$ cat src/rtl/decode_hazard_unit_pkg.sv
// Shared types and constants for the decode-stage hazard/forwarding unit.
package decode_hazard_unit_pkg;

    localparam int unsigned REG_ADDR_W = 5;
    localparam logic [REG_ADDR_W-1:0] REG_ZERO = '0;

    // LL/SC reservation states
    typedef enum logic {
        HZ_IDLE     = 1'b0,
        HZ_RESERVED = 1'b1
    } hz_state_e;

    // One in-flight destination tag
    typedef struct packed {
        logic                  valid;
        logic [REG_ADDR_W-1:0] addr;
        logic                  is_load;
    } tag_entry_t;

    // A source matches a tag when the tag is live, names it, and it is not $zero
    function automatic logic src_match(input logic                  valid,
                                       input logic [REG_ADDR_W-1:0] tag_addr,
                                       input logic [REG_ADDR_W-1:0] src_addr);
        return valid && (tag_addr == src_addr) && (src_addr != REG_ZERO);
    endfunction

endpackage

$ cat src/rtl/decode_hazard_unit_if.sv
// Decode-side bus between the decode stage (master) and the hazard unit (slave).
interface decode_hazard_unit_if #(
    parameter int DATA_W     = 32,
    parameter int NUM_STAGES = 3
);
    logic                         id_valid;
    logic [4:0]                   id_rs_addr;
    logic [4:0]                   id_rt_addr;
    logic                         id_reads_rs;
    logic                         id_reads_rt;
    logic                         id_reg_we;
    logic [4:0]                   id_reg_write_addr;
    logic                         id_is_load;
    logic                         id_is_ll;
    logic                         id_is_sc;
    logic                         id_is_store;
    logic [DATA_W-1:0]            rf_rs_data;
    logic [DATA_W-1:0]            rf_rt_data;
    logic [NUM_STAGES*DATA_W-1:0] stage_data;
    logic                         hold;
    logic                         flush;

    logic [DATA_W-1:0]            rs_data;
    logic [DATA_W-1:0]            rt_data;
    logic                         stall;
    logic                         issue;
    logic                         atomic_id;
    logic                         sc_mask_id;
    logic [NUM_STAGES-1:0]        occupancy;

    modport master (
        output id_valid, id_rs_addr, id_rt_addr, id_reads_rs, id_reads_rt,
               id_reg_we, id_reg_write_addr, id_is_load, id_is_ll, id_is_sc,
               id_is_store, rf_rs_data, rf_rt_data, stage_data, hold, flush,
        input  rs_data, rt_data, stall, issue, atomic_id, sc_mask_id, occupancy
    );

    modport slave (
        input  id_valid, id_rs_addr, id_rt_addr, id_reads_rs, id_reads_rt,
               id_reg_we, id_reg_write_addr, id_is_load, id_is_ll, id_is_sc,
               id_is_store, rf_rs_data, rf_rt_data, stage_data, hold, flush,
        output rs_data, rt_data, stall, issue, atomic_id, sc_mask_id, occupancy
    );

endinterface

$ cat src/rtl/decode_hazard_unit_tag_pipe.sv
// Shift register of destination tags for the stages after decode (0 = EX).
module decode_hazard_unit_tag_pipe
    import decode_hazard_unit_pkg::*;
#(
    parameter int NUM_STAGES = 3,
    parameter int LOAD_LAT   = 1
) (
    input  logic                             clk,
    input  logic                             rst,
    input  logic                             i_hold,
    input  logic                             i_flush,
    input  tag_entry_t                       i_push,
    output logic [NUM_STAGES-1:0]            o_valid,
    output logic [NUM_STAGES*REG_ADDR_W-1:0] o_addr,
    output logic [NUM_STAGES-1:0]            o_ready
);

    tag_entry_t r_entry [NUM_STAGES];

    // Advance tags one stage per edge; flush wins over hold, stalls push a bubble
    always_ff @(posedge clk or posedge rst) begin
        if (rst) begin
            for (int i = 0; i < NUM_STAGES; i++) begin
                r_entry[i] <= '0;
            end
        end else if (i_flush) begin
            for (int i = 0; i < NUM_STAGES; i++) begin
                r_entry[i] <= '0;
            end
        end else if (!i_hold) begin
            for (int i = NUM_STAGES - 1; i > 0; i--) begin
                r_entry[i] <= r_entry[i-1];
            end
            r_entry[0] <= i_push;
        end
    end

    // Flatten entries; a load result only exists from stage LOAD_LAT onward
    always_comb begin
        o_valid = '0;
        o_addr  = '0;
        o_ready = '0;
        for (int i = 0; i < NUM_STAGES; i++) begin
            o_valid[i]                       = r_entry[i].valid;
            o_addr[i*REG_ADDR_W +: REG_ADDR_W] = r_entry[i].addr;
            o_ready[i]                       = !r_entry[i].is_load || (i >= LOAD_LAT);
        end
    end

endmodule

$ cat src/rtl/decode_hazard_unit.sv
// Decode-stage hazard detection, operand forwarding and LL/SC reservation.
module decode_hazard_unit
    import decode_hazard_unit_pkg::*;
#(
    parameter int DATA_W     = 32,
    parameter int NUM_STAGES = 3,
    parameter int LOAD_LAT   = 1
) (
    input  logic                 clk,
    input  logic                 rst,
    decode_hazard_unit_if.slave  io_bus
);

    logic [NUM_STAGES-1:0]            w_valid;
    logic [NUM_STAGES*REG_ADDR_W-1:0] w_addr;
    logic [NUM_STAGES-1:0]            w_ready;
    tag_entry_t                       w_push;

    logic              w_rs_hit;
    logic              w_rs_rdy;
    logic [DATA_W-1:0] w_rs_fwd;
    logic              w_rt_hit;
    logic              w_rt_rdy;
    logic [DATA_W-1:0] w_rt_fwd;
    logic              w_stall;
    logic              w_issue;

    hz_state_e r_state;
    hz_state_e w_state_next;

    decode_hazard_unit_tag_pipe #(
        .NUM_STAGES (NUM_STAGES),
        .LOAD_LAT   (LOAD_LAT)
    ) u_tag_pipe (
        .clk     (clk),
        .rst     (rst),
        .i_hold  (io_bus.hold),
        .i_flush (io_bus.flush),
        .i_push  (w_push),
        .o_valid (w_valid),
        .o_addr  (w_addr),
        .o_ready (w_ready)
    );

    // Youngest matching stage wins: scan oldest to youngest so the lowest index lands last
    always_comb begin
        w_rs_hit = 1'b0;
        w_rs_rdy = 1'b1;
        w_rs_fwd = io_bus.rf_rs_data;
        w_rt_hit = 1'b0;
        w_rt_rdy = 1'b1;
        w_rt_fwd = io_bus.rf_rt_data;
        for (int i = NUM_STAGES - 1; i >= 0; i--) begin
            if (src_match(w_valid[i], w_addr[i*REG_ADDR_W +: REG_ADDR_W], io_bus.id_rs_addr)) begin
                w_rs_hit = 1'b1;
                w_rs_rdy = w_ready[i];
                w_rs_fwd = io_bus.stage_data[i*DATA_W +: DATA_W];
            end
            if (src_match(w_valid[i], w_addr[i*REG_ADDR_W +: REG_ADDR_W], io_bus.id_rt_addr)) begin
                w_rt_hit = 1'b1;
                w_rt_rdy = w_ready[i];
                w_rt_fwd = io_bus.stage_data[i*DATA_W +: DATA_W];
            end
        end
    end

    // Stall on a consumed source whose youngest producer has no data yet
    always_comb begin
        w_stall = io_bus.id_valid &
                  ((io_bus.id_reads_rs & w_rs_hit & ~w_rs_rdy) |
                   (io_bus.id_reads_rt & w_rt_hit & ~w_rt_rdy));
        w_issue = io_bus.id_valid & ~w_stall & ~io_bus.hold & ~io_bus.flush;

        w_push         = '0;
        w_push.valid   = w_issue & io_bus.id_reg_we & (io_bus.id_reg_write_addr != REG_ZERO);
        w_push.addr    = io_bus.id_reg_write_addr;
        w_push.is_load = io_bus.id_is_load;
    end

    // Reservation next state; only an issued instruction can move it, LL wins
    always_comb begin
        w_state_next = r_state;
        if (w_issue) begin
            if (io_bus.id_is_ll) begin
                w_state_next = HZ_RESERVED;
            end else if (io_bus.id_is_store || io_bus.id_is_sc) begin
                w_state_next = HZ_IDLE;
            end
        end
    end

    // Reservation state register; flush drops the reservation
    always_ff @(posedge clk or posedge rst) begin
        if (rst) begin
            r_state <= HZ_IDLE;
        end else if (io_bus.flush) begin
            r_state <= HZ_IDLE;
        end else begin
            r_state <= w_state_next;
        end
    end

    assign io_bus.rs_data    = w_rs_fwd;
    assign io_bus.rt_data    = w_rt_fwd;
    assign io_bus.stall      = w_stall;
    assign io_bus.issue      = w_issue;
    assign io_bus.atomic_id  = (r_state == HZ_RESERVED);
    assign io_bus.sc_mask_id = io_bus.id_is_sc & (r_state == HZ_IDLE);
    assign io_bus.occupancy  = w_valid;

endmodule

$ cat src/flat_wrapper.sv
// flat-port wrapper written by rule: the top's interface ports become plain ports
module decode_hazard_unit_flat import decode_hazard_unit_pkg::*;
#(
    parameter int DATA_W     = 32,
    parameter int NUM_STAGES = 3,
    parameter int LOAD_LAT   = 1
)
  (clk, rst, io_bus_id_valid, io_bus_id_rs_addr, io_bus_id_rt_addr, io_bus_id_reads_rs, io_bus_id_reads_rt, io_bus_id_reg_we, io_bus_id_reg_write_addr, io_bus_id_is_load, io_bus_id_is_ll, io_bus_id_is_sc, io_bus_id_is_store, io_bus_rf_rs_data, io_bus_rf_rt_data, io_bus_stage_data, io_bus_hold, io_bus_flush, io_bus_rs_data, io_bus_rt_data, io_bus_stall, io_bus_issue, io_bus_atomic_id, io_bus_sc_mask_id, io_bus_occupancy);
  decode_hazard_unit_if #(.DATA_W(DATA_W), .NUM_STAGES(NUM_STAGES)) io_bus_i ();
  input  logic clk;
  input  logic rst;
  input wire logic [$bits(io_bus_i.id_valid)-1:0] io_bus_id_valid;
  input wire logic [$bits(io_bus_i.id_rs_addr)-1:0] io_bus_id_rs_addr;
  input wire logic [$bits(io_bus_i.id_rt_addr)-1:0] io_bus_id_rt_addr;
  input wire logic [$bits(io_bus_i.id_reads_rs)-1:0] io_bus_id_reads_rs;
  input wire logic [$bits(io_bus_i.id_reads_rt)-1:0] io_bus_id_reads_rt;
  input wire logic [$bits(io_bus_i.id_reg_we)-1:0] io_bus_id_reg_we;
  input wire logic [$bits(io_bus_i.id_reg_write_addr)-1:0] io_bus_id_reg_write_addr;
  input wire logic [$bits(io_bus_i.id_is_load)-1:0] io_bus_id_is_load;
  input wire logic [$bits(io_bus_i.id_is_ll)-1:0] io_bus_id_is_ll;
  input wire logic [$bits(io_bus_i.id_is_sc)-1:0] io_bus_id_is_sc;
  input wire logic [$bits(io_bus_i.id_is_store)-1:0] io_bus_id_is_store;
  input wire logic [$bits(io_bus_i.rf_rs_data)-1:0] io_bus_rf_rs_data;
  input wire logic [$bits(io_bus_i.rf_rt_data)-1:0] io_bus_rf_rt_data;
  input wire logic [$bits(io_bus_i.stage_data)-1:0] io_bus_stage_data;
  input wire logic [$bits(io_bus_i.hold)-1:0] io_bus_hold;
  input wire logic [$bits(io_bus_i.flush)-1:0] io_bus_flush;
  output wire logic [$bits(io_bus_i.rs_data)-1:0] io_bus_rs_data;
  output wire logic [$bits(io_bus_i.rt_data)-1:0] io_bus_rt_data;
  output wire logic [$bits(io_bus_i.stall)-1:0] io_bus_stall;
  output wire logic [$bits(io_bus_i.issue)-1:0] io_bus_issue;
  output wire logic [$bits(io_bus_i.atomic_id)-1:0] io_bus_atomic_id;
  output wire logic [$bits(io_bus_i.sc_mask_id)-1:0] io_bus_sc_mask_id;
  output wire logic [$bits(io_bus_i.occupancy)-1:0] io_bus_occupancy;
  assign io_bus_i.id_valid = io_bus_id_valid;
  assign io_bus_i.id_rs_addr = io_bus_id_rs_addr;
  assign io_bus_i.id_rt_addr = io_bus_id_rt_addr;
  assign io_bus_i.id_reads_rs = io_bus_id_reads_rs;
  assign io_bus_i.id_reads_rt = io_bus_id_reads_rt;
  assign io_bus_i.id_reg_we = io_bus_id_reg_we;
  assign io_bus_i.id_reg_write_addr = io_bus_id_reg_write_addr;
  assign io_bus_i.id_is_load = io_bus_id_is_load;
  assign io_bus_i.id_is_ll = io_bus_id_is_ll;
  assign io_bus_i.id_is_sc = io_bus_id_is_sc;
  assign io_bus_i.id_is_store = io_bus_id_is_store;
  assign io_bus_i.rf_rs_data = io_bus_rf_rs_data;
  assign io_bus_i.rf_rt_data = io_bus_rf_rt_data;
  assign io_bus_i.stage_data = io_bus_stage_data;
  assign io_bus_i.hold = io_bus_hold;
  assign io_bus_i.flush = io_bus_flush;
  assign io_bus_rs_data = io_bus_i.rs_data;
  assign io_bus_rt_data = io_bus_i.rt_data;
  assign io_bus_stall = io_bus_i.stall;
  assign io_bus_issue = io_bus_i.issue;
  assign io_bus_atomic_id = io_bus_i.atomic_id;
  assign io_bus_sc_mask_id = io_bus_i.sc_mask_id;
  assign io_bus_occupancy = io_bus_i.occupancy;
  decode_hazard_unit #(.DATA_W(DATA_W), .NUM_STAGES(NUM_STAGES), .LOAD_LAT(LOAD_LAT)) u_core (.clk(clk), .rst(rst), .io_bus(io_bus_i));
endmodule
$ cat config.mk
export PLATFORM = sky130hd
export DESIGN_NAME = decode_hazard_unit_flat
export DESIGN_NICKNAME = d
export VERILOG_FILES = /design/src/rtl/decode_hazard_unit_pkg.sv /design/src/rtl/decode_hazard_unit_if.sv /design/src/rtl/decode_hazard_unit_tag_pipe.sv /design/src/rtl/decode_hazard_unit.sv /design/src/flat_wrapper.sv
export SDC_FILE = /design/constraint.sdc
export NUM_CORES = 1
export LEC_CHECK = 0
export ABC_AREA = 1
export BUFFER_PORTS_ARGS = -buffer_cell sky130_fd_sc_hd__buf_2
export CORE_UTILIZATION = 39
export DETAILED_ROUTE_END_ITERATION = 7
export PLACE_DENSITY_LB_ADDON = 0.2
export SYNTH_ARGS = -nofsm -noshare
export SYNTH_HDL_FRONTEND = slang
export SYNTH_HIERARCHICAL = 1
export SYNTH_SLANG_ARGS = --single-unit
$ cat constraint.sdc
create_clock -name clk -period 2.2 [get_ports clk]
set_input_delay 0.66 -clock clk [delete_from_list [all_inputs] [get_ports clk]]
set_output_delay 0.66 -clock clk [all_outputs]
set_load 0.02 [all_outputs]
# Word level (Yosys, flattened, before mapping)
# Index checks and enable logic that the tools add are counted.
[word_totals] regBits=21 latchBits=0 ramBits=0 rom_bits=0 output_inout_bits=71 wordCells=74 n_memories=0
[op_classes] addsub=0 mul=0 div_mod_pow=0 n_lt_le_gt_ge=0 eq_ne=7 shift=0 n_mux=20 bitwise=18 reduce_logical=20
[ops] cell="$mux 32" n=6
[ops] cell="$mux 21" n=2
[ops] cell="$eq 5x5->1" n=6
[ops] cell="$reduce_bool 5->1" n=3
[ops] cell="$logic_and 1x1->1" n=12
[ops] cell="$mux 1" n=12
[ops] cell="$and 1x1->1" n=11
[ops] cell="$not 1->1" n=6
[ops] cell="$reduce_bool 3->1" n=1
[ops] cell="$ne 2x1->1 const B" n=1
[ops] cell="$reduce_and 2->1" n=1
[ops] cell="$reduce_bool 2->1" n=1
[ops] cell="$logic_not 1->1" n=1
[ops] cell="$logic_or 1x1->1" n=1
[ops] cell="$or 1x1->1" n=1

# Logic depth before layout (Yosys ltp)
# Gate-level depths: netlist (run 1).
[logic_depth] word_depth=18 depth_mapped=18 ltp_nobuf=17

# By module
# Netlist (run 1), hierarchy kept.
[by_module_without_submodules] mod="decode_hazard_unit" n_inst=1 cells_per_inst=541 area_per_inst_um2=2855.2 seq_area_each_um2=25.0
[by_module_without_submodules] mod="decode_hazard_unit_tag_pipe" n_inst=1 cells_per_inst=105 area_per_inst_um2=944.7 seq_area_each_um2=475.5

# Worst setup path before layout (run 1)
# No wires, ideal clock.
[synth_timing] path_kind="input -> output" start="input io_bus_id_rs_addr[4]" end="output io_bus_rs_data[10]" arrival_time_ns=1.897 t_required_ns=1.540 slack_ns=-0.357 stages=8 path_buffers=2 path_cell_list="inv_1 or2_1 nand3_1 nor2_1 nand2_1 buf_4 clkbuf_1 a31oi_1"
[synth_via] elab_chain_len=6
[synth_rtl] item="start: declaration" line="flat_wrapper.sv:13" text="input wire logic [$bits(io_bus_i.id_rs_addr)-1:0] io_bus_id_rs_addr;"
[synth_rtl] item="$eq 5x5->1" line="decode_hazard_unit_pkg.sv:24" text="return valid && (tag_addr == src_addr) && (src_addr != REG_ZERO);"
[synth_rtl] item="$logic_and 1x1->1 (2 in series)" line="decode_hazard_unit_pkg.sv:24"
[synth_rtl] item="$mux 32 (2 in series)" line="decode_hazard_unit.sv:54" text="if (src_match(w_valid[i], w_addr[i*REG_ADDR_W +: REG_ADDR_W], io_bus.id_rs_addr)) begin"
[synth_rtl] item="$mux 32 *" line="decode_hazard_unit.sv:54"
[synth_rtl] item="end: declaration" line="flat_wrapper.sv:28" text="output wire logic [$bits(io_bus_i.rs_data)-1:0] io_bus_rs_data;"
# Every way passes the cells marked *; elsewhere a longest branch is shown, timed or not.

# Worst setup path in the final report (run 1)
[layout_timing] start="register u_core.u_tag_pipe.r_entry (netlist bit u_core/u_tag_pipe/o_addr[13])" end="output io_bus_rs_data[17]"
[layout_via] elab_chain_len=6
[layout_rtl] item="start: declaration" line="decode_hazard_unit_tag_pipe.sv:18" text="tag_entry_t r_entry [NUM_STAGES];"
[layout_rtl] item="start signal: indexed assignment" line="decode_hazard_unit_tag_pipe.sv:32" text="r_entry[i] <= r_entry[i-1];"
[layout_rtl] item="$eq 5x5->1" line="decode_hazard_unit_pkg.sv:24"
[layout_rtl] item="$logic_and 1x1->1 (2 in series)" line="decode_hazard_unit_pkg.sv:24"
[layout_rtl] item="$mux 32 (3 in series)" line="decode_hazard_unit.sv:54"
# No other way between the ends.

==> results.json, run 1 <==
{
  "num_rows": 35,
  "detail-route-antenna-nets": 0,
  "wl_per_cell_um": 17.4,
  "start_util": 0.407,
  "path_class": "flop to primary output",
  "root_buffer": "clkbuf_8",
  "mostFrequentLayoutCell": "buf_2",
  "grt_pass1_wl_um": 27100,
  "cp_max_fo": 8,
  "setup_violations": 66,
  "clk_path_buf_depth": 2,
  "die_x_um": 101,
  "final_area_sq_mm": 0.00681,
  "grt_max_degree": 65,
  "worstHoldPathType": "primary input to async pin",
  "grtUsageMet3": 0.0707,
  "slew_headroom": 0.538,
  "placed_area_sq_mm": 0.00613,
  "synthCells": 646,
  "cts_tree": "done",
  "drt-total-wl_um": 18100,
  "core_area_sq_mm": 0.00933,
  "grt-ovfl-total": 0,
  "htree_num_levels": 1,
  "outcome": "complete, but fails checks",
  "portBuffers": 257,
  "clkTransAtPathRegs_ps": 70,
  "power.density_mw_per_mm2": 220,
  "fmaxAchievable_mhz": 347,
  "die_h_um": 101,
  "numCtsBuffers": 3,
  "finalMaxSlewViolations": 0,
  "placedCellCount": 1022,
  "drtIter0Drc": 333,
  "die_area_sq_mm": 0.0101,
  "yosysWarnings": 6,
  "violations": "negative setup slack",
  "fin_crit_sh": 1.31,
  "met2_usage": 0.568,
  "hold_viol_final": 0,
  "grt_antenna_before_repair": 2,
  "worst_pin_slew_ps": 691,
  "required_ps": 1540,
  "area_growth_pct": 79.3,
  "synth_area_sq_mm": 0.00380,
  "startpoint_type": "flop",
  "first_pass_iters": 5,
  "vias": 5689,
  "vias_per_cell": 5.48,
  "power_leakage_nw": 3.14,
  "io_pins": 258,
  "gp_congestion": 0.922,
  "cts.sinks": 20,
  "synth_area_per_cell_sq_um": 5.88,
  "layout_common_cells": "216 x buf_2, 125 x nand2_1, 75 x nor2_1",
  "grt_busiest_layer": "met2",
  "synthDistinctLibCells": 30,
  "cap_violations": 0,
  "fin_nets": 1096,
  "cp_data_arrival_time_ps": 2220,
  "grt_pass1_vias": 5522,
  "clk_latency_ps": 250,
  "yosys_register_bits": 20,
  "layout-drive-gt1-share": 0.534,
  "globalRouteMet1Util": 0.405,
  "synth_seq_area_share": 0.132,
  "drcViolationCount": 0,
  "ir_drop_v": 0.000460,
  "fin_worst_skew_ps": 0.833,
  "fin_crit_ps": 2880,
  "setup_slack_ps": -680,
  "critPathCaptureType": "primary output",
  "post-dp-hpwl_um": 13100,
  "fin_cells": 1039,
  "track_usage": 0.335,
  "grt_setup_unrepaired": "true"
}
[through the flow]
step | setup slack (ps) | power [mW] | TNS (ps) | hold slack, ps | util
2_1_floorplan | -192 | 0.803 | -11200 | 389 | -
3_3_place_gp | -690 | 1.12 | -38580 | 501 | 0.657
3_5_place_dp | -705 | 1.13 | -39730 | 498 | 0.657
4_1_cts | -648 | 1.46 | -37560 | 229 | 0.701
5_1_grt | -784 | 1.58 | -46220 | 243 | 0.730
6_report | -680 | 1.50 | -38390 | 240 | 0.730
[flip-flops by register name, indices dropped and copies added (netlist names)]
signal / flops
u_core/u_tag_pipe/o_valid: 3
u_core/u_tag_pipe/o_addr: 15
u_core/io_bus.atomic_id: 1
u_core/u_tag_pipe/r_entry: 1
[worst paths after layout]
path / from / to / slack (ps) / cells after the start
setup / recovery: u_core/u_tag_pipe/o_addr[13] / io_bus_rs_data[17] / -680 / 11
min in group clk: u_core/u_tag_pipe/r_entry[14] / u_core/u_tag_pipe/r_entry[14] / 520 / 2
max in group asynchronous: rst / u_core/u_tag_pipe/o_addr[13] / 1240 / 2
hold / removal: rst / u_core/io_bus.atomic_id / 240 / 2
setup reg to reg: u_core/u_tag_pipe/o_addr[1] / u_core/u_tag_pipe/o_valid[0] / 230 / 16
hold reg to reg: u_core/u_tag_pipe/r_entry[14] / u_core/u_tag_pipe/r_entry[14] / 520 / 2
[Yosys cell counts, drive strengths merged]
library cell,number,share of area
or2,66,0.11
conb,1,0.00099
o211ai,66,0.13
buf,58,0.11
a31oi,64,0.11
nand4,3,0.0049
o41ai,1,0.0023
nand2,148,0.15
clkinv,1,0.00099
nor2,90,0.10
xnor2,2,0.0046
clkbuf,7,0.0069
dfrtp,20,0.13
xor2,2,0.0046
inv,45,0.044
a21oi,7,0.010
o21ai,3,0.0049
nand3,62,0.084
[power breakdown]
group          switching (mW)  internal (mW)  leakage, nW
clock network           0.111          0.159       0.0288
registers              0.0146          0.379        0.274
logic                   0.429          0.402         2.84
total                   0.554          0.941         3.14
[final cells by class]
type,instances,area [sq um]
repair buffers,322,2250
diodes,2,5.00
multi-input cells,516,3600
inverters,46,233
clock buffers,4,55.1
fillers,801,2520
well taps,129,161
flip-flops and latches,20,500
[kinds of logic (layout without fill, tap and decap cells)]
| group | Yosys count | in the layout | synth area share |
|---|---|---|---|
| AND/OR/NAND/NOR | 369 | 369 | 0.447 |
| buffers and inverters | 111 | 372 | 0.157 |
| AO/OA/AOI/OAI | 141 | 141 | 0.253 |
| other | 1 | 4 | 0.000987 |
| XOR/XNOR | 4 | 4 | 0.00922 |
| flip-flops | 20 | 20 | 0.132 |
[worst max-delay path, cell delays in order (launching register included)]
cell	delay [ps]
dfrtp_1	420
buf_4	150
nand2_1	50
nand2_1	50
a21oi_2	120
nand2_2	80
nor2_4	160
inv_4	90
buf_12	150
o211ai_1	390
a31oi_4	130
buf_6	150
[layer usage]
metal / part of all wire / vias to the layer above
met3: 0.080 / 69
met5: 0 / -
met2: 0.49 / 349
met4: 0.035 / 0
li1: - / 2720
met1: 0.39 / 2551
[what timing repair did]
item,in CTS,in global routing
pin swaps,32,47
endpoints found under the setup margin,66,67
hold buffers,0,0
buffers inserted,7,6
cloned,3,2
gates resized for setup,73,73
No activity file was read; power rests on OpenSTA's default activity.
==> run 2: changes to the inputs <==
--- a/config.mk
+++ b/config.mk
@@ -8,6 +8,7 @@
 export ABC_AREA = 1
 export BUFFER_PORTS_ARGS = -buffer_cell sky130_fd_sc_hd__buf_2
 export CORE_UTILIZATION = 39
+export CTS_BUF_LIST = sky130_fd_sc_hd__clkbuf_16
 export DETAILED_ROUTE_END_ITERATION = 7
 export PLACE_DENSITY_LB_ADDON = 0.2
 export SYNTH_ARGS = -nofsm -noshare
==> results.json, run 2 (same netlist as run 1, synthesis figures left out) <==
{
  "core_area_sq_mm": 0.00933,
  "cp_slowest_cell": "o211ai_1",
  "place_ws_ps": -705,
  "setup_violations": 67,
  "combPwrFrac": 0.534,
  "numCtsBuffers": 3,
  "grt_pass1_wl_um": 27800,
  "tns_ps": -37060,
  "hold_buffers": 0,
  "grt_max_degree": 65,
  "cp_top_family": "compound AO/OA/AOI/OAI gates",
  "crit_path_end": "io_bus_rs_data[17]",
  "p_seq_frac": 0.240,
  "critical_path.max_stage_delay_ps": 400,
  "largest_reg_flops": 15,
  "dr_wl_met2_um": 9310,
  "grt_setup_unrepaired": "true",
  "clk_latency_ps": 250,
  "cts.sinks": 20,
  "mostFrequentLayoutCell": "buf_2",
  "finalMaxSlewViolations": 0,
  "fin_worst_skew_ps": 0.777,
  "fin_crit_ps": 2900,
  "cap_violations": 0,
  "vias_per_cell": 5.54,
  "layout_common_cells": "196 x buf_2, 119 x nand2_1, 70 x nor2_1",
  "crit_path_start": "io_bus_id_rs_addr[0]",
  "utilization": 0.768,
  "ir_drop_v": 0.000529,
  "first_pass_iters": 5,
  "outcome": "complete, but fails checks",
  "reg2reg_slack_ps": -160,
  "die_area_sq_mm": 0.0101,
  "wl_met1_um": 7390,
  "startpoint_type": "primary input",
  "grt_pass1_vias": 5578,
  "path_class": "primary input to primary output",
  "drcViolationCount": 0,
  "die_h_um": 101,
  "worstHoldPathType": "primary input to async pin",
  "clkTransAtPathRegs_ps": 50,
  "fin_total_pwr_mw": 1.64,
  "rr_endpoint": "u_core/u_tag_pipe/o_valid[0]",
  "layout-drive-gt1-share": 0.548,
  "r2r-start": "u_core/u_tag_pipe/o_addr[0]",
  "fin_nets": 1106,
  "power_leakage_nw": 3.26,
  "htree_num_levels": 1,
  "vias": 5807,
  "slew_headroom": 0.537,
  "clkPwrFrac": 0.226,
  "wl_met3_um": 1520,
  "gp_congestion": 0.922,
  "cp_data_arrival_time_ps": 2240,
  "drtIter0Drc": 407,
  "power.net_switching_mw": 0.583,
  "path_cells": "buf_8 > xor2_1 > nor2_1 > nand2_2 > nor2_4 > inv_4 > buf_12 > o211ai_1 > a31oi_4 > buf_6",
  "r2r_cells": 21,
  "worst_pin_slew_ps": 693,
  "placedCellCount": 1022,
  "critPathCaptureType": "primary output",
  "power.internal_mw": 1.06,
  "fin_cells": 1048,
  "wl_per_cell_um": 18.2,
  "hold_viol_final": 0,
  "p_sw_frac": 0.355,
  "die_x_um": 101,
  "cts_tree": "done",
  "root_buffer": "clkbuf_16",
  "clk_path_buf_depth": 2,
  "power.density_mw_per_mm2": 229,
  "start_util": 0.407,
  "fin_crit_sh": 1.32,
  "fmaxAchievable_mhz": 344,
  "area_growth_pct": 88.4,
  "path_buf_inv": 4,
  "required_ps": 1540,
  "grt_antenna_before_repair": 1,
  "num_rows": 35,
  "top_layer": "met4",
  "cp_max_fo": 8,
  "crit_cells": 10,
  "setup_slack_ps": -703,
  "grt-ovfl-total": 0,
  "portBuffers": 257,
  "violations": "negative setup slack",
  "track_usage": 0.344,
  "io_pins": 258,
  "drt-total-wl_um": 19100,
  "detail-route-antenna-nets": 0,
  "post-dp-hpwl_um": 13100
}
[run 2: cell types whose count changed in the layout (fill, tap and decap cells not counted), sizes merged]
cell    change
diode       -1
clkinv      +2
inv         -1
buf         +9
[run 2: final cells by class]
type	count	area (sq um)
fillers	713	2170
inverters	46	235
well taps	129	161
repair buffers	332	2530
diodes	1	2.50
clock inverters	1	3.75
clock buffers	3	75.1
flip-flops and latches	20	502
multi-input cells	516	3650
[run 2: layer usage]
metal / global-route usage / vias up
met2: 0.581 / 349
met3: 0.0707 / 87
met4: 0.161 / 0
met1: 0.420 / 2621
li1: - / 2750
met5: 0 / -
[run 2: per-stage QoR]
step / hold WS [ps] / instance area [sq um]
finish: 254 / 7160
global route: 266 / 7160
CTS: 244 / 6740
detailed placement: 498 / 6130
global placement: 501 / 6130
floorplan: 389 / 4660
[run 2: repair_timing]
item                                    in CTS  in global routing
endpoints found under the setup margin      66                 67
buffers inserted                            10                  7
gates resized for setup                    120                 96
pin swaps                                   49                 52
cloned                                       4                  3
[run 2: power groups by stage]
stage               combinational (mW)  sequential, mW  clock, mW
finish                           0.877           0.394      0.370
global route                     0.933           0.396      0.389
CTS                              0.813           0.394      0.375
detailed placement               0.730           0.400          0
global placement                 0.723           0.400          0
floorplan                        0.408           0.394          0
[run 2: worst min path at each step]
stage                                        startpoint                            end  slack [ps]  cells after the start
after global routing                                rst        u_core/io_bus.atomic_id         270                      2
after detailed placement  u_core/u_tag_pipe/r_entry[14]  u_core/u_tag_pipe/r_entry[14]         500                      2
after CTS                                           rst        u_core/io_bus.atomic_id         240                      2
after floorplan                                     rst        u_core/io_bus.atomic_id         390                      1
final                                               rst        u_core/io_bus.atomic_id         250                      2
after global placement                              rst        u_core/io_bus.atomic_id         500                      2
==> run 3: changes to the inputs <==
--- a/config.mk
+++ b/config.mk
@@ -5,11 +5,11 @@
 export SDC_FILE = /design/constraint.sdc
 export NUM_CORES = 1
 export LEC_CHECK = 0
-export ABC_AREA = 1
 export BUFFER_PORTS_ARGS = -buffer_cell sky130_fd_sc_hd__buf_2
-export CORE_UTILIZATION = 39
+export CORE_AREA = 2 2 100 102
 export CTS_BUF_LIST = sky130_fd_sc_hd__clkbuf_16
 export DETAILED_ROUTE_END_ITERATION = 7
+export DIE_AREA = 0 0 102 104
 export PLACE_DENSITY_LB_ADDON = 0.2
 export SYNTH_ARGS = -nofsm -noshare
 export SYNTH_HDL_FRONTEND = slang
==> results.json, run 3 <==
{
  "hold_viol_final": 0,
  "detail-route-antenna-nets": 0,
  "fin_crit_ps": 3230,
  "ir_drop_v": 0.000369,
  "async_reset_ff_frac": 1.00,
  "multiInputGateArea_sq_mm": 0.00339,
  "grt_max_degree": 41,
  "hold_buffers": 0,
  "grt_antenna_before_repair": 6,
  "die_h_um": 104,
  "grt-ovfl-total": 0,
  "track_usage": 0.279,
  "wl_per_cell_um": 21.1,
  "path_cells": "buf_8 > or4_4 > o211ai_4 > nor3_4 > buf_12 > mux2i_1 > a211oi_2 > a21o_1 > buf_2",
  "synth_common_cells": "90 x nor2_1, 83 x mux2i_1, 64 x a211oi_1, 64 x a21o_1",
  "die_x_um": 102,
  "tns_ps": -63210,
  "synth_area_per_cell_sq_um": 7.73,
  "mostFrequentLayoutCell": "buf_2",
  "outcome": "complete, but fails checks",
  "synth_area_sq_mm": 0.00351,
  "cp_max_fo": 13,
  "num_rows": 36,
  "grt_setup_unrepaired": "true",
  "numCtsBuffers": 3,
  "setup_violations": 68,
  "power.density_mw_per_mm2": 257,
  "synth_edf_count": 0,
  "setup_slack_ps": -1030,
  "largest_reg_flops": 15,
  "n_fill_cell": 725,
  "path_class": "primary input to primary output",
  "worstHoldPathType": "primary input to async pin",
  "synth_top_area_frac": 0.237,
  "cts_tree": "done",
  "gp_congestion": 1.01,
  "clk_latency_ps": 250,
  "fin_total_pwr_mw": 1.76,
  "core_area_sq_mm": 0.00955,
  "cap_violations": 0,
  "cp_slowest_cell": "or4_4",
  "slew_headroom": 0.482,
  "seqCellArea_sq_um": 503,
  "power_leakage_nw": 3.35,
  "yosys_most_used_dff": "dfrtp_1",
  "layout_common_cells": "185 x buf_2, 76 x buf_6, 74 x mux2i_1",
  "fmaxAchievable_mhz": 309,
  "critPathCaptureType": "primary output",
  "startpoint_type": "primary input",
  "yosys_register_bits": 20,
  "synth_area_leaders": "mux2i_1 24%, dfrtp_1 14%, a211oi_1 14%",
  "vias": 4933,
  "fin_worst_skew_ps": 1.64,
  "root_buffer": "clkbuf_16",
  "area_growth_pct": 95.7,
  "grt_pass1_vias": 4624,
  "post-synth-top-count-cell": "nor2_1",
  "drcViolationCount": 0,
  "portBuffers": 257,
  "start_util": 0.368,
  "worst_pin_slew_ps": 776,
  "htree_num_levels": 1,
  "drt-total-wl_um": 18400,
  "drtIter0Drc": 257,
  "clk_path_buf_depth": 2,
  "layout-drive-gt1-share": 0.639,
  "synth_seq_area_share": 0.143,
  "fin_nets": 922,
  "io_pins": 258,
  "grt_pass1_wl_um": 23900,
  "critical_path.max_stage_delay_ps": 590,
  "required_ps": 1540,
  "first_pass_iters": 5,
  "clkTransAtPathRegs_ps": 60,
  "synthCells": 454,
  "yosysWarnings": 6,
  "cts.sinks": 20,
  "finalMaxSlewViolations": 0,
  "fin_crit_sh": 1.47,
  "cp_data_arrival_time_ps": 2570,
  "synth_top_cell_by_area": "mux2i_1",
  "synthDistinctLibCells": 35,
  "post-dp-hpwl_um": 11500,
  "die_area_sq_mm": 0.0106,
  "vias_per_cell": 5.66,
  "violations": "negative setup slack"
}
## run 3: path summary, 6_finish.rpt
path                                            endpoint  cells after the start                     startpoint  slack [ps]
max                                    io_bus_rs_data[6]                      9           io_bus_id_rs_addr[1]       -1030
min                              u_core/io_bus.atomic_id                      2                            rst         240
max reg2reg                      u_core/io_bus.atomic_id                      8    u_core/u_tag_pipe/o_addr[1]        -150
min reg2reg                u_core/u_tag_pipe/r_entry[14]                      2  u_core/u_tag_pipe/r_entry[14]         550
max in group asynchronous    u_core/u_tag_pipe/o_addr[7]                      2                            rst        1110
min in group clk           u_core/u_tag_pipe/r_entry[14]                      2  u_core/u_tag_pipe/r_entry[14]         550
## run 3: power breakdown
part	switching, mW	leakage [nW]	internal [mW]	total (mW)
Combinational	0.410	3.03	0.453	0.863
Clock	0.144	0.0511	0.361	0.505
Sequential	0.0151	0.270	0.380	0.395
Total	0.570	3.35	1.19	1.76
## run 3: logic make-up (layout without fill, tap and decap cells)
| family | Yosys count | in the layout | share of synthesized area |
|---|---|---|---|
| multiplexers | 83 | 83 | 0.237 |
| XOR/XNOR | 30 | 30 | 0.0748 |
| flip-flops | 20 | 20 | 0.143 |
| AND/OR/NAND/NOR | 116 | 117 | 0.144 |
| other | 1 | 7 | 0.00107 |
| AO/OA/AOI/OAI | 139 | 139 | 0.300 |
| buffers and inverters | 65 | 343 | 0.101 |
## run 3: worst max-delay path, delay by kind of cell
kind	cells	cell delay, ps
AOI/OAI and AO/OA	3	520
and+or+nand+nor	2	700
buffers and inverters	3	430
muxes	1	250
## run 3: final cells by class
cell class	count	share of cell area
timing repair buffer	334	0.390
antenna	5	0.00182
clock buffer	3	0.0109
sequential	20	0.0732
multi-input combinational	371	0.493
inverter	5	0.00273
tap	133	0.0242
clock inverter	1	0.00437
## run 3: repair_timing
item,CTS,global route
pin swaps,36,26
resized for setup,134,164
endpoints found under the hold margin,0,0
endpoints found under the setup margin,68,68
cloned,2,15
buffers inserted,4,7
## run 3: layer usage
metal | up-vias | global-route usage | wire length [um] | share of wire
li1 | 2207 | - | - | -
met1 | 2326 | 0.335 | 6770 | 0.37
met2 | 325 | 0.496 | 9120 | 0.50
met3 | 73 | 0.0571 | 1750 | 0.095
met4 | 2 | 0.0790 | 719 | 0.039
met5 | - | 0 | 14 | 0.00076
## run 3: metrics by stage
stage | setup slack [ps] | utilization | std cells | area [sq um] | hold slack, ps
5_1_grt | -1090 | 0.719 | 870 | 6870 | 240
4_1_cts | -984 | 0.619 | 846 | 5910 | 241
6_report | -1030 | 0.720 | 872 | 6870 | 243
2_1_floorplan | -691 | - | 455 | 3720 | 389
3_5_place_dp | -1070 | 0.550 | 836 | 5250 | 514
3_3_place_gp | -1020 | 0.550 | 836 | 5250 | 508
